===== src/rtl/pc_pkg.sv =====
// Shared definitions for the next-PC generator: default PC width and the
// next-PC source encoding used by the select mux.
package pc_pkg;

   localparam int unsigned PC_W = 6;

   typedef enum logic [2:0] {
      SrcRst,
      SrcHold,
      SrcRet,
      SrcJmp,
      SrcCall,
      SrcBr,
      SrcInc
   } pc_src_e;

endpackage


===== src/rtl/ras_stack.sv =====
// Return-address stack: circular buffer with a top pointer and an occupancy
// count. Pushing when full overwrites the oldest entry; sticky ovf/unf flags.
module ras_stack #(
   parameter int unsigned Depth = 4,
   parameter int unsigned Width = 6
) (
   input  logic             clk_i,
   input  logic             rst_i,
   input  logic             push_i,
   input  logic             pop_i,
   input  logic [Width-1:0] push_data_i,
   output logic [Width-1:0] top_o,
   output logic             empty_o,
   output logic             full_o,
   output logic             ovf_o,
   output logic             unf_o
);

   localparam int unsigned PtrW = (Depth > 1) ? $clog2(Depth) : 1;
   localparam int unsigned CntW = PtrW + 1;
   localparam logic [CntW-1:0] CntMax = CntW'(Depth);

   logic [Width-1:0] mem_q [Depth];
   logic [Width-1:0] mem_d [Depth];
   logic [PtrW-1:0]  ptr_q, ptr_d;
   logic [CntW-1:0]  cnt_q, cnt_d;
   logic             ovf_q, ovf_d;
   logic             unf_q, unf_d;

   assign empty_o = (cnt_q == '0);
   assign full_o  = (cnt_q == CntMax);
   assign top_o   = mem_q[ptr_q];
   assign ovf_o   = ovf_q;
   assign unf_o   = unf_q;

   always_comb begin
      mem_d = mem_q;
      ptr_d = ptr_q;
      cnt_d = cnt_q;
      ovf_d = ovf_q;
      unf_d = unf_q;
      if (pop_i) begin
         if (empty_o) begin
            unf_d = 1'b1;
         end else begin
            ptr_d = ptr_q - PtrW'(1);
            cnt_d = cnt_q - CntW'(1);
         end
      end else if (push_i) begin
         // When full, ptr+1 is the oldest slot, so advancing overwrites it.
         ptr_d        = ptr_q + PtrW'(1);
         mem_d[ptr_d] = push_data_i;
         if (full_o) begin
            ovf_d = 1'b1;
         end else begin
            cnt_d = cnt_q + CntW'(1);
         end
      end
   end

   always_ff @(posedge clk_i) begin
      if (rst_i) begin
         for (int i = 0; i < int'(Depth); i++) begin
            mem_q[i] <= '0;
         end
         ptr_q <= '0;
         cnt_q <= '0;
         ovf_q <= 1'b0;
         unf_q <= 1'b0;
      end else begin
         mem_q <= mem_d;
         ptr_q <= ptr_d;
         cnt_q <= cnt_d;
         ovf_q <= ovf_d;
         unf_q <= unf_d;
      end
   end

endmodule


===== src/rtl/next_pc_gen.sv =====
// Next-PC generator: picks the next PC from reset/stall/return/jump/call/
// branch/increment in priority order and manages the return-address stack.
module next_pc_gen #(
   parameter int unsigned PC_W      = pc_pkg::PC_W,
   parameter int unsigned RAS_DEPTH = 4
) (
   input  logic            clk,
   input  logic            rst,
   input  logic [PC_W-1:0] pc_cur,
   input  logic            stall,
   input  logic            br_taken,
   input  logic [PC_W-1:0] br_off,
   input  logic            jmp,
   input  logic            call,
   input  logic            ret,
   input  logic [PC_W-1:0] jmp_tgt,
   output logic [PC_W-1:0] pc_next,
   output logic            ras_empty,
   output logic            ras_full,
   output logic            ras_ovf,
   output logic            ras_unf
);

   import pc_pkg::*;

   pc_src_e         src;
   logic [PC_W-1:0] pc_inc;
   logic [PC_W-1:0] pc_br;
   logic [PC_W-1:0] ras_top;
   logic            stk_empty;
   logic            stk_full;
   logic            push;
   logic            pop;

   // Modulo-2^PC_W adds; a sign-extended offset is the same bits as br_off.
   assign pc_inc = pc_cur + PC_W'(1);
   assign pc_br  = pc_cur + br_off;

   always_comb begin
      src = SrcInc;
      if (rst) begin
         src = SrcRst;
      end else if (stall) begin
         src = SrcHold;
      end else if (ret) begin
         src = SrcRet;
      end else if (jmp) begin
         src = SrcJmp;
      end else if (call) begin
         src = SrcCall;
      end else if (br_taken) begin
         src = SrcBr;
      end
   end

   always_comb begin
      pc_next = pc_inc;
      unique case (src)
         SrcRst:  pc_next = '0;
         SrcHold: pc_next = pc_cur;
         SrcRet:  pc_next = stk_empty ? pc_inc : ras_top;
         SrcJmp:  pc_next = jmp_tgt;
         SrcCall: pc_next = jmp_tgt;
         SrcBr:   pc_next = pc_br;
         SrcInc:  pc_next = pc_inc;
         default: pc_next = pc_inc;
      endcase
   end

   // Only the winning request touches the stack.
   assign push = (src == SrcCall);
   assign pop  = (src == SrcRet);

   ras_stack #(
      .Depth (RAS_DEPTH),
      .Width (PC_W)
   ) u_ras (
      .clk_i       (clk),
      .rst_i       (rst),
      .push_i      (push),
      .pop_i       (pop),
      .push_data_i (pc_inc),
      .top_o       (ras_top),
      .empty_o     (stk_empty),
      .full_o      (stk_full),
      .ovf_o       (ras_ovf),
      .unf_o       (ras_unf)
   );

   assign ras_empty = rst | stk_empty;
   assign ras_full  = ~rst & stk_full;

endmodule

===== config.mk =====
export PLATFORM = sky130hd
export DESIGN_NAME = next_pc_gen
export DESIGN_NICKNAME = d
export VERILOG_FILES = /design/src/rtl/pc_pkg.sv /design/src/rtl/ras_stack.sv /design/src/rtl/next_pc_gen.sv
export SDC_FILE = /design/constraint.sdc
export NUM_CORES = 1
export LEC_CHECK = 0
export ABC_AREA = 1
export CAP_MARGIN = 10
export CELL_PAD_IN_SITES_DETAIL_PLACEMENT = 0
export CELL_PAD_IN_SITES_GLOBAL_PLACEMENT = 2
export CORE_AREA = 2 2 96 79
export CTS_CLUSTER_DIAMETER = 200
export CTS_CLUSTER_SIZE = 24
export DETAILED_ROUTE_END_ITERATION = 6
export DIE_AREA = 0 0 98 81
export GPL_TIMING_DRIVEN = 0
export PLACE_DENSITY = 0.8
export RECOVER_POWER = 100
export SLEW_MARGIN = 20
export SYNTH_ARGS = -nofsm -noshare
export SYNTH_HDL_FRONTEND = slang
export SYNTH_SLANG_ARGS = --single-unit
export TNS_END_PERCENT = 10

===== constraint.sdc =====
create_clock -name clk -period 4 [get_ports clk]
set_clock_uncertainty 0.2 [all_clocks]
set_input_delay 1 -clock clk [delete_from_list [all_inputs] [get_ports clk]]
set_output_delay 1 -clock clk [all_outputs]
set_load 0.02 [all_outputs]

==> results <==
power groups by stage:
stage	clock network (mW)	registers, mW	logic [mW]
global placement	0	0.329	0.184
CTS	0.279	0.322	0.188
finish	0.276	0.322	0.194
global route	0.296	0.323	0.221
floorplan	0	0.327	0.109
detailed placement	0	0.329	0.184
path summary, 6_finish.rpt:
check	endpoint	slack, ps
min	u_ras.mem_q[10]$_SDFFE_PP0P_	250
max	pc_next[1]	100
max reg2reg	u_ras.mem_q[17]$_SDFFE_PP0P_	1870
min reg2reg	u_ras.mem_q[10]$_SDFFE_PP0P_	250
critical path, stage by stage:
cell and delay [ps]:
clkdlybuf4s50_1 470, inv_1 40, nand2_1 50, nand2_1 80, nand2_4 110, nand2_1 120
nand2_4 150, nand2_1 130, nand2_4 130, nand2_1 60, nand4_1 100, clkdlybuf4s15_2 270
layout make-up:
class                   count  area share [%]
well taps                  90            4.15
plain buffers               5           0.737
multi-input cells         245            49.1
repair buffers             38            13.8
inverters                  41            5.67
flip-flops and latches     31            22.8
clock buffers               8            3.68
cells by family after synthesis:
| family | Yosys count | share of synthesized area (%) |
|---|---|---|
| AOI/OAI and AO/OA | 56 | 14.0 |
| and+or+nand+nor | 170 | 36.3 |
| xor gates and xnor gates | 7 | 3.01 |
| DFF | 31 | 30.4 |
| buffers and inverters | 46 | 8.47 |
| adders and majority gates | 12 | 7.73 |
flip-flops by register name, indices dropped and copies added, names as in the netlist:
| register | count |
|---|---|
| u_ras.mem_q | 24 |
| u_ras.ptr_q | 2 |
| u_ras.ovf_o | 1 |
| u_ras.unf_o | 1 |
| u_ras.cnt_q | 3 |
metrics by stage:
stage | hold slack (ps) | utilization (%) | power [mW]
finish | 246 | 38.2 | 0.791
global route | 274 | 38.2 | 0.840
CTS | 247 | 37.2 | 0.788
detailed placement | 239 | 35.0 | 0.513
global placement | 234 | 35.0 | 0.513
floorplan | 224 | - | 0.436
cells in the final DEF (no fill, tap or decap), types with 2 or more instances in the layout:
| cell | Yosys | routed |
|---|---|---|
| clkdlybuf4s50_1 | 0 | 23 |
| nor2_1 | 27 | 24 |
| clkbuf_2 | 0 | 3 |
| inv_1 | 37 | 35 |
| dfxtp_1 | 31 | 31 |
| ha_1 | 11 | 9 |
| clkbuf_1 | 5 | 5 |
| nand2_4 | 0 | 3 |
| xnor2_1 | 3 | 3 |
| nand2_1 | 102 | 96 |
| clkdlybuf4s15_2 | 0 | 3 |
| or2_2 | 3 | 2 |
| nand4_1 | 8 | 8 |
| clkinv_1 | 3 | 3 |
| buf_4 | 0 | 4 |
| nand3_1 | 21 | 19 |
| nor2_4 | 0 | 2 |
| nand3_2 | 4 | 6 |
| nand2_2 | 1 | 4 |
| a21oi_1 | 43 | 43 |
| xor2_1 | 4 | 3 |
| dlymetal6s2s_1 | 0 | 4 |
| o21ai_0 | 11 | 11 |
| a22oi_1 | 2 | 2 |
| clkbuf_8 | 0 | 7 |
| inv_2 | 1 | 3 |
layer usage:
layer,GRT usage (%),vias to the layer above
li1,-,1128
met1,22.8,943
met2,26.5,42
met3,2.07,6
met4,5.42,0
met5,0,-
timing repair:
action	in CTS	in global routing
resized for setup	30	21
pin swaps	1	5
buffers inserted	2	2
endpoints found under the setup margin	6	6
cloned	0	0
==> flow_metrics.py <==
metrics = {
    "power_and_ir_drop": {
        "power.share.switching_pct": 30.3,
        "internal-power_mw": 0.551,
        "seqPwrFrac_pct": 40.7,
        "power_frac_clock_pct": 34.9,
        "netSwitchingPower_mw": 0.240,
        "p_leak_nw": 1.18,
        "comb_power_share_pct": 24.5,
        "powerDensity_nw_per_um2": 291,
        "max-vdd-ir-drop_uv": 122,
    },
    "outcome": {
        "status": "completed",
    },
    "sta": {
        "rsz0062_at_grt": "yes",
        "fin_crit_ps": 3900,
        "hold_viol": 0,
        "slew_headroom_pct": 63.4,
        "worstMarginPinSlew_ps": 549,
        "slew_violations": 0,
        "worst_slack_ps": 96.7,
        "fin_crit_sh_pct": 97.6,
        "setup_viol": 0,
        "timing.setup.tns_ps": 0,
        "clock.fmax_mhz": 256,
    },
    "placed_design": {
        "place_ws_ps": -714,
        "placed_area_sq_um": 2490,
        "dp_hpwl_um": 4650,
        "dpl.cell_count": 446,
        "routabilityCongestion": 0.823,
        "numPortBuffers": 34,
    },
    "hold_path": {
        "whs_path_depth": 2,
        "hp-start": "u_ras.mem_q[10]$_SDFFE_PP0P_",
        "hp-class": "flip-flop to flip-flop",
    },
    "yosys": {
        "yosys_warnings": 0,
        "synth_top_cell_area_share_pct": 30.4,
        "syn-num-nets": 359,
        "synth.most_common_cell": "nand2_1",
        "synth_common_cells": "nand2_1 (102), a21oi_1 (43), inv_1 (37)",
        "yosysSeqAreaShare_pct": 30.4,
        "synth_cell_types": 22,
        "ys_ff_latch": 31,
        "synthArstFlopShare_pct": 0,
        "synthCells": 322,
        "synth_top_area_cell": "dfxtp_1",
        "synthTopCellsByArea": "dfxtp_1 (30%), nand2_1 (19%), a21oi_1 (11%), inv_1 (6.8%), ha_1 (6.8%)",
        "yosys_most_used_dff": "dfxtp_1",
        "syn_area_per_cell_sq_um": 6.33,
        "synth_edf_count": 0,
        "synth_area_sq_um": 2040,
    },
    "setup_path": {
        "critPathArrivalTime_ps": 2700,
        "regToRegStartpoint": "u_ras.ptr_q[0]$_SDFFE_PP0P_",
        "critical_path_required_ps": 2800,
        "worstSetupStartpoint": "call",
        "startpoint_type": "primary input",
        "cp_max_fo": 8,
        "crit_path_end_kind": "output port",
        "crit_type": "primary input to output port",
        "reg2reg_depth": 7,
    },
    "finish": {
        "antenna_cells": 0,
        "regArea_sq_um": 621,
        "area_growth_pct": 33.3,
        "layout-drive-gt1-share_pct": 12.5,
        "post-route-cell-area_sq_um": 2720,
        "n_fill_cell": 814,
        "stdcell_count": 458,
        "multiInputGateArea_sq_um": 1340,
        "finalNetCount": 404,
    },
    "floorplanning": {
        "die_w_um": 98,
        "die-area_sq_um": 7940,
        "start_util_pct": 28.7,
        "coreArea_sq_um": 7110,
        "ios": 35,
        "rows": 28,
        "die_h_um": 81,
    },
    "routing": {
        "drt-wirelength-per-cell_um": 13.2,
        "viasPerCell": 4.63,
        "top_layer_used": "met4",
        "dr_wl_met2_um": 2540,
        "drtAntennaViolNets": 0,
        "drcViolationCount": 0,
        "drt_iter0_drc": 94,
        "wl_met3_um": 180,
        "vias": 2119,
        "wl_met1_um": 3260,
        "drtPass1Iterations": 4,
        "routed_wl_um": 6060,
    },
    "clock_tree": {
        "cts_buffers": 5,
        "cts_max_level": 2,
        "cts_root_buffer": "clkbuf_8",
        "holdBufCountCts": 0,
        "clkLatencyLatePin_ps": 280,
        "cts_tree": "built",
        "clockBufferDepth": 2,
        "path_clk_slew_ps": 60,
        "clock_sinks": 31,
    },
    "global_routing": {
        "grt_usage_pct": 16.4,
        "grt_antenna_before_repair": 0,
        "grt_max_degree": 12,
        "grt_pass1_wl_um": 10300,
        "grt_pass1_vias": 2149,
        "grt_remaining_overflow": 0,
    },
    "flow_run": {
        "maxCapViolCount": 0,
    },
}
No activity file was read; power rests on OpenSTA's default activity.
